===== src/rtl/jtag_instruction_register_p_pkg.sv =====
// Shared TAP state codes, instruction index names and sizing helper for the
// JTAG instruction register and the logic that consumes its decoded bus.
package jtag_instruction_register_p_pkg;

  typedef enum logic [3:0] {
    exit1_ir_c         = 4'h9,
    shift_ir_c         = 4'hA,
    pause_ir_c         = 4'hB,
    update_ir_c        = 4'hD,
    capture_ir_c       = 4'hE,
    test_logic_reset_c = 4'hF
  } tap_state_e;

  typedef enum int unsigned {
    instr_bypass_c         = 0,
    instr_idcode_c         = 1,
    instr_sample_preload_c = 2,
    instr_extest_c         = 3,
    instr_intest_c         = 4,
    instr_program_c        = 5
  } instr_idx_e;

  function automatic int unsigned idx_width(input int unsigned n);
    return (n > 1) ? $clog2(n) : 1;
  endfunction

endpackage


===== src/rtl/jtag_ir_decode.sv =====
// Combinational opcode table lookup: lowest matching index, its private flag
// and a hit indication. Shared with the data-register select logic.
module jtag_ir_decode
  import jtag_instruction_register_p_pkg::*;
#(
  parameter int unsigned                   IR_LEN    = 4,
  parameter int unsigned                   INSTR_NUM = 6,
  parameter int unsigned                   IDX_W     = idx_width(INSTR_NUM),
  parameter logic [INSTR_NUM*IR_LEN-1:0]   OPCODES   = '0,
  parameter logic [INSTR_NUM-1:0]          PRIV_MASK = '0
) (
  input  logic [IR_LEN-1:0] code_i,
  output logic [IDX_W-1:0]  index_o,
  output logic              priv_o,
  output logic              hit_o
);

  logic [INSTR_NUM-1:0] match;

  generate
    for (genvar gi = 0; gi < INSTR_NUM; gi++) begin : g_match
      assign match[gi] = (OPCODES[gi*IR_LEN +: IR_LEN] == code_i);
    end
  endgenerate

  // Scan from the top down so the lowest matching index is the one that sticks.
  always_comb begin
    index_o = '0;
    priv_o  = 1'b0;
    hit_o   = 1'b0;
    for (int k = INSTR_NUM - 1; k >= 0; k--) begin
      if (match[k]) begin
        index_o = IDX_W'(k);
        priv_o  = PRIV_MASK[k];
        hit_o   = 1'b1;
      end
    end
  end

endmodule


===== src/rtl/jtag_instruction_register_p.sv =====
// JTAG instruction register: capture/shift/update on rising tck, one-hot
// instruction decode with private-instruction locking, falling-edge tdo.
module jtag_instruction_register_p
  import jtag_instruction_register_p_pkg::*;
#(
  parameter int unsigned                 IR_LEN      = 4,
  parameter int unsigned                 INSTR_NUM   = 6,
  parameter logic [INSTR_NUM*IR_LEN-1:0] OPCODES     = {4'b0101, 4'b0110, 4'b0000,
                                                        4'b0010, 4'b0001, 4'b1111},
  parameter logic [INSTR_NUM-1:0]        PRIV_MASK   = 6'b110000,
  parameter int unsigned                 RESET_INSTR = instr_idcode_c
) (
  input  logic                  tck,
  input  logic                  reset,
  input  logic                  tdi,
  input  logic [3:0]            state,
  input  logic [IR_LEN-3:0]     status,
  input  logic                  unlock,
  output logic                  tdo,
  output logic                  tdo_en,
  output logic [INSTR_NUM-1:0]  instr,
  output logic [IR_LEN-1:0]     instr_code,
  output logic                  priv_reject
);

  localparam int unsigned           IDX_W        = idx_width(INSTR_NUM);
  localparam int unsigned           BYPASS_IDX   = instr_bypass_c;
  localparam logic [INSTR_NUM-1:0]  INSTR_ONE    = INSTR_NUM'(1);
  localparam logic [INSTR_NUM-1:0]  RESET_ONEHOT = INSTR_ONE << RESET_INSTR;
  localparam logic [INSTR_NUM-1:0]  BYPASS_ONEHOT = INSTR_ONE << BYPASS_IDX;
  localparam logic [IR_LEN-1:0]     RESET_CODE   = OPCODES[RESET_INSTR*IR_LEN +: IR_LEN];
  localparam logic [IR_LEN-1:0]     BYPASS_CODE  = OPCODES[BYPASS_IDX*IR_LEN +: IR_LEN];
  localparam logic [IR_LEN-1:0]     SR_RESET     = IR_LEN'(1);

  logic [IR_LEN-1:0]    sr_q, sr_d;
  logic [INSTR_NUM-1:0] instr_q, instr_d;
  logic [IR_LEN-1:0]    instr_code_q, instr_code_d;
  logic                 priv_reject_q, priv_reject_d;
  logic                 tdo_q, tdo_en_q;

  logic [IR_LEN-1:0]    opcode_tab [INSTR_NUM];
  logic [IDX_W-1:0]     dec_idx;
  logic                 dec_priv;
  logic                 dec_hit;

  generate
    for (genvar gi = 0; gi < INSTR_NUM; gi++) begin : g_tab
      assign opcode_tab[gi] = OPCODES[gi*IR_LEN +: IR_LEN];
    end
  endgenerate

  jtag_ir_decode #(
    .IR_LEN    (IR_LEN),
    .INSTR_NUM (INSTR_NUM),
    .IDX_W     (IDX_W),
    .OPCODES   (OPCODES),
    .PRIV_MASK (PRIV_MASK)
  ) u_decode (
    .code_i  (sr_q),
    .index_o (dec_idx),
    .priv_o  (dec_priv),
    .hit_o   (dec_hit)
  );

  always_comb begin
    sr_d          = sr_q;
    instr_d       = instr_q;
    instr_code_d  = instr_code_q;
    priv_reject_d = priv_reject_q;
    case (state)
      test_logic_reset_c: begin
        sr_d          = SR_RESET;
        instr_d       = RESET_ONEHOT;
        instr_code_d  = RESET_CODE;
        priv_reject_d = 1'b0;
      end
      capture_ir_c: sr_d = {status, 2'b01};
      shift_ir_c:   sr_d = {tdi, sr_q[IR_LEN-1:1]};
      update_ir_c: begin
        // Unknown opcodes fall back to bypass without touching the sticky flag.
        if (!dec_hit) begin
          instr_d      = BYPASS_ONEHOT;
          instr_code_d = BYPASS_CODE;
        end else if (dec_priv && !unlock) begin
          instr_d       = BYPASS_ONEHOT;
          instr_code_d  = BYPASS_CODE;
          priv_reject_d = 1'b1;
        end else begin
          instr_d       = INSTR_ONE << dec_idx;
          instr_code_d  = opcode_tab[dec_idx];
          priv_reject_d = 1'b0;
        end
      end
      default: ;
    endcase
  end

  always_ff @(posedge tck) begin
    if (!reset) begin
      sr_q          <= SR_RESET;
      instr_q       <= RESET_ONEHOT;
      instr_code_q  <= RESET_CODE;
      priv_reject_q <= 1'b0;
    end else begin
      sr_q          <= sr_d;
      instr_q       <= instr_d;
      instr_code_q  <= instr_code_d;
      priv_reject_q <= priv_reject_d;
    end
  end

  // Retimed to the falling edge so tdo is stable around the next rising edge.
  always_ff @(negedge tck) begin
    if (!reset) begin
      tdo_q    <= 1'b0;
      tdo_en_q <= 1'b0;
    end else begin
      tdo_en_q <= (state == shift_ir_c);
      if (state == shift_ir_c) begin
        tdo_q <= sr_q[0];
      end
    end
  end

  assign tdo         = tdo_q;
  assign tdo_en      = tdo_en_q;
  assign instr       = instr_q;
  assign instr_code  = instr_code_q;
  assign priv_reject = priv_reject_q;

endmodule


===== config.mk =====
export PLATFORM = sky130hd
export DESIGN_NAME = jtag_instruction_register_p
export DESIGN_NICKNAME = d
export VERILOG_FILES = /design/src/rtl/jtag_instruction_register_p_pkg.sv /design/src/rtl/jtag_ir_decode.sv /design/src/rtl/jtag_instruction_register_p.sv
export SDC_FILE = /design/constraint.sdc
export NUM_CORES = 1
export LEC_CHECK = 0
export CORE_MARGIN = 10
export CORE_UTILIZATION = 45
export DETAILED_ROUTE_END_ITERATION = 12
export PLACE_DENSITY = 0.85
export SETUP_SLACK_MARGIN = 0.2
export SKIP_LAST_GASP = 1
export SYNTH_ARGS = -nofsm -noshare
export SYNTH_HDL_FRONTEND = slang
export SYNTH_SLANG_ARGS = --single-unit

===== constraint.sdc =====
create_clock -name tck -period 1.55 [get_ports tck]
set_input_delay 0.465 -clock tck [delete_from_list [all_inputs] [get_ports tck]]
set_output_delay 0.465 -clock tck [all_outputs]
set_load 0.005 [all_outputs]

==> results of run 1 <==
path summary, 6_finish.rpt:
kind	from	endpoint	slack (ps)	depth (start not counted)
worst max-delay path	tdo	tdo	-470	1
worst min-delay path	instr[1]	instr[1]	480	2
worst max register to register	sr_q[0]	tdo	170	2
worst min register to register	instr[1]	instr[1]	480	2
area by class of cell:
cell class                 count  area share
clock buffer                   3      0.0181
clock inverter                 3      0.0100
inverter                       4      0.0141
multi-input combinational     60       0.349
sequential                    16       0.271
tap                           17      0.0171
timing repair buffer          42       0.320
metal layers:
metal / vias up / share of wire / GRT usage
met5: - / 0 / 0
met4: 0 / 0.015 / 0.0350
met3: 6 / 0.092 / 0.0427
met2: 37 / 0.47 / 0.236
met1: 391 / 0.42 / 0.145
li1: 404 / - / -
through the flow:
stage,total power (uW),cell area [sq um]
6_report,838,1250
5_1_grt,877,1250
4_1_cts,822,1180
3_5_place_dp,576,1080
3_3_place_gp,574,1080
2_1_floorplan,516,822
synth_stat cells (2+ instances only):
library cell               number  area (sq um)
sky130_fd_sc_hd__mux2i_1        2          20.0
sky130_fd_sc_hd__nor3_1         5          25.0
sky130_fd_sc_hd__clkbuf_1       3          11.3
sky130_fd_sc_hd__o221a_2        2          22.5
sky130_fd_sc_hd__nand2_1        5          18.8
sky130_fd_sc_hd__a32oi_1        2          17.5
sky130_fd_sc_hd__o21ai_0        4          20.0
sky130_fd_sc_hd__buf_2          3          15.0
sky130_fd_sc_hd__nand3_1        2          10.0
sky130_fd_sc_hd__nor2_1        10          37.5
sky130_fd_sc_hd__a31oi_1        2          12.5
sky130_fd_sc_hd__buf_6          2          22.5
sky130_fd_sc_hd__inv_1          5          18.8
sky130_fd_sc_hd__dfxtp_1       16           320
sky130_fd_sc_hd__o41ai_2        2          32.5
sky130_fd_sc_hd__a21oi_1        8          40.0
sky130_fd_sc_hd__a211oi_1       3          22.5
sky130_fd_sc_hd__nor4_1         2          12.5
state kept, by name (all words and copies together), names as in the netlist:
signal and count:
instr 6, sr_q 4, tdo 1, tdo_en 1
priv_reject 1, instr_code 3
report_power, final:
group / total (uW) / leakage [uW] / internal (uW) / switching [uW]
Sequential: 435 / 0.000134 / 421 / 13.6
Combinational: 148 / 0.000373 / 81.8 / 66.4
Clock: 255 / 0.0000245 / 101 / 154
Total: 838 / 0.000531 / 604 / 234
kinds of logic (layout without fill, tap and decap cells):
family | count (synthesis) | in the layout
AO/OA/AOI/OAI | 29 | 29
AND/OR/NAND/NOR | 29 | 29
buffers and inverters | 14 | 52
flip-flops | 16 | 16
multiplexers | 2 | 2
timing repair:
action,CTS,global route
endpoints found under the setup margin,29,22
buffers inserted,6,1
gates resized for setup,63,26
pin swaps,6,3
layout by cell type (no fill, tap or decap), drive strengths merged:
cell type / instances
a211o: 1
a211oi: 3
a21bo: 1
a21o: 1
a21oi: 8
a221oi: 1
a22oi: 1
a31oi: 2
a32oi: 2
and3: 1
buf: 27
clkbuf: 4
clkdlybuf4s15: 10
clkdlybuf4s50: 3
clkinvlp: 1
dfxtp: 16
dlygate4sd2: 1
inv: 6
mux2i: 2
nand2: 5
nand2b: 1
nand3: 3
nor2: 10
nor3: 5
nor4: 2
o211ai: 1
o21ai: 4
o221a: 2
o41ai: 2
or3: 1
or4: 1
==> flow_summary.html, run 1 <==
<table>
<tr><th>Metric</th><th>Value</th></tr>
<tr><th colspan="2">Worst setup path</th></tr>
<tr><td>Worst path cell trace</td><td>buf_6</td></tr>
<tr><td>Crit path buf inv count</td><td>1</td></tr>
<tr><td>WP data required</td><td>1080 ps</td></tr>
<tr><td>Crit start category</td><td>register</td></tr>
<tr><td>Arrival time reported for the critical path endpoint</td><td>1560 ps</td></tr>
<tr><td>Slowest cell on the critical path</td><td>sky130_fd_sc_hd__dfxtp_2</td></tr>
<tr><td>Sort of element at the end of the critical path</td><td>primary output</td></tr>
<tr><td>Kind of critical path</td><td>register to primary output</td></tr>
<tr><td>Top Family by Delay on Critical Path</td><td>flip-flops</td></tr>
<tr><td>Crit path largest cell delay</td><td>320 ps</td></tr>
<tr><td>Crit Path Max Fanout</td><td>2</td></tr>
<tr><th colspan="2">Routing</th></tr>
<tr><td>Via count normalized by instance count</td><td>5.78</td></tr>
<tr><td>Post-DRT Antenna Nets</td><td>0</td></tr>
<tr><td>Initial DRC count</td><td>27</td></tr>
<tr><td>DRC violation count after routing</td><td>0</td></tr>
<tr><td>Final routed wirelength across all metal layers</td><td>2310 microns</td></tr>
<tr><td>Vias after detailed routing</td><td>838</td></tr>
<tr><td>Routed length per instance</td><td>16.0 microns</td></tr>
<tr><td>First-pass iteration count of the detailed router</td><td>4</td></tr>
<tr><th colspan="2">Clock network</th></tr>
<tr><td>Root Driver</td><td>sky130_fd_sc_hd__clkbuf_4</td></tr>
<tr><td>CTS tree</td><td>done</td></tr>
<tr><td>Clock buffers created by TritonCTS</td><td>3</td></tr>
<tr><td>Clock sinks</td><td>16</td></tr>
<tr><td>Clock slew seen by the registers of the worst setup and hold paths</td><td>100 ps</td></tr>
<tr><td>Hold_buf cts</td><td>0</td></tr>
<tr><td>H-tree depth reported by CTS</td><td>1</td></tr>
<tr><td>Clock network latency to the later pin of the worst-skew pair</td><td>350 ps</td></tr>
<tr><td>Clk buf depth</td><td>2</td></tr>
<tr><th colspan="2">GRT</th></tr>
<tr><td>Gr ovfl total</td><td>0</td></tr>
<tr><td>Via count of the first global-routing pass</td><td>863</td></tr>
<tr><td>Wire length of the first global-routing pass</td><td>3920 microns</td></tr>
<tr><td>Initial antenna violation count</td><td>0</td></tr>
<tr><td>Total track usage</td><td>0.132</td></tr>
<tr><td>Pin count of the biggest net entering global routing</td><td>16</td></tr>
<tr><th colspan="2">Timing</th></tr>
<tr><td>Min setup slack post-route</td><td>-472 ps</td></tr>
<tr><td>Worst slew margin relative to its limit</td><td>0.807</td></tr>
<tr><td>Unrepaired setup endpoints after global routing</td><td>true</td></tr>
<tr><td>Count of endpoints failing hold in the final timing report</td><td>0</td></tr>
<tr><td>Worst clock skew</td><td>63.2 ps</td></tr>
<tr><td>Endpoints failing setup</td><td>3</td></tr>
<tr><td>Worst-Margin Slew</td><td>290 ps</td></tr>
<tr><td>Pins over their slew limit</td><td>0</td></tr>
<tr><td>Worst hold margin</td><td>479 ps</td></tr>
<tr><td>Total Neg Setup Slack</td><td>-948 ps</td></tr>
<tr><th colspan="2">Die</th></tr>
<tr><td>Die Y</td><td>61.8 microns</td></tr>
<tr><td>Die Footprint</td><td>0.00381 sq mm</td></tr>
<tr><td>Initial Utilization</td><td>0.464</td></tr>
<tr><td>Standard cell core area</td><td>0.00169 sq mm</td></tr>
<tr><td>Width of the die</td><td>61.8 microns</td></tr>
<tr><td>Row cnt</td><td>15</td></tr>
<tr><td>Number of primary I/O pins</td><td>23</td></tr>
<tr><th colspan="2">Hold path</th></tr>
<tr><td>Path category of the worst min-delay check</td><td>register to register</td></tr>
<tr><th colspan="2">Synthesis</th></tr>
<tr><td>Xor and xnor area share after synthesis</td><td>0</td></tr>
<tr><td>Number of library cell types mapped by synthesis</td><td>30</td></tr>
<tr><td>Cell area after technology mapping</td><td>785 sq um</td></tr>
<tr><td>Post-synthesis mux area share</td><td>0.0255</td></tr>
<tr><td>Simple-gate share of the synthesized area</td><td>0.193</td></tr>
<tr><td>Post-Synth Adder-Cell Area</td><td>0</td></tr>
<tr><td>Share of synthesized area occupied by flip-flops and latches</td><td>0.408</td></tr>
<tr><td>Post-synth EDFFs</td><td>0</td></tr>
<tr><td>Number of warnings issued by yosys</td><td>0</td></tr>
<tr><td>Largest family of logic cells by synthesized area</td><td>compound AO/OA/AOI/OAI gates</td></tr>
<tr><td>Post-synthesis cell count</td><td>90</td></tr>
<tr><td>Post-synth top flop</td><td>sky130_fd_sc_hd__dfxtp_1</td></tr>
<tr><td>Async set or reset register ratio after synthesis</td><td>0</td></tr>
<tr><td>Compound-gate portion of the synthesized area</td><td>0.278</td></tr>
<tr><td>Mean post-synth cell area</td><td>8.72 sq um</td></tr>
<tr><td>Net Count, Synth</td><td>100</td></tr>
<tr><td>Register bit total from synthesis</td><td>16</td></tr>
<tr><th colspan="2">Finish</th></tr>
<tr><td>Diode count</td><td>0</td></tr>
<tr><td>Area of the multi-input gates</td><td>435 sq um</td></tr>
<tr><td>Post-layout instance count excluding filler cells</td><td>145</td></tr>
<tr><td>Layout overhead on the synthesized area</td><td>58.9%</td></tr>
<tr><td>FILL cells</td><td>130</td></tr>
<tr><td>Fraction of final layout cells with drive strength greater than 1</td><td>0.461</td></tr>
<tr><td>Final Net Count</td><td>139</td></tr>
<tr><td>Final design utilization</td><td>0.738</td></tr>
<tr><td>Sequential standard cell area</td><td>338 sq um</td></tr>
<tr><th colspan="2">Place</th></tr>
<tr><td>RePlAce Congestion</td><td>0.875</td></tr>
<tr><td>Detailed Place HPWL</td><td>1450 microns</td></tr>
<tr><td>Buffers added on ports</td><td>22</td></tr>
<tr><td>Worst slack at placement</td><td>-813 ps</td></tr>
<tr><td>Cell total after placement</td><td>133</td></tr>
<tr><th colspan="2">Power and ir drop</th></tr>
<tr><td>Leakage dissipation</td><td>0.000531 uW</td></tr>
<tr><td>Power density over the cells</td><td>673 mW/mm^2</td></tr>
<tr><td>Largest voltage drop on the vdd net</td><td>0.652 mV</td></tr>
<tr><th colspan="2">Run status</th></tr>
<tr><td>Violated checks</td><td>setup timing</td></tr>
<tr><td>Run status</td><td>finished with violations</td></tr>
<tr><th colspan="2">Run</th></tr>
<tr><td>Maximum capacitance violations</td><td>0</td></tr>
</table>
Note: power is estimated with default switching activity, not from simulation.
==> run 2, diff against run 1 <==
Settings changed: ABC_AREA set to 0.
==> results of run 2 <==
No change in the layout: final DEF, timing and power equal those of run 1.
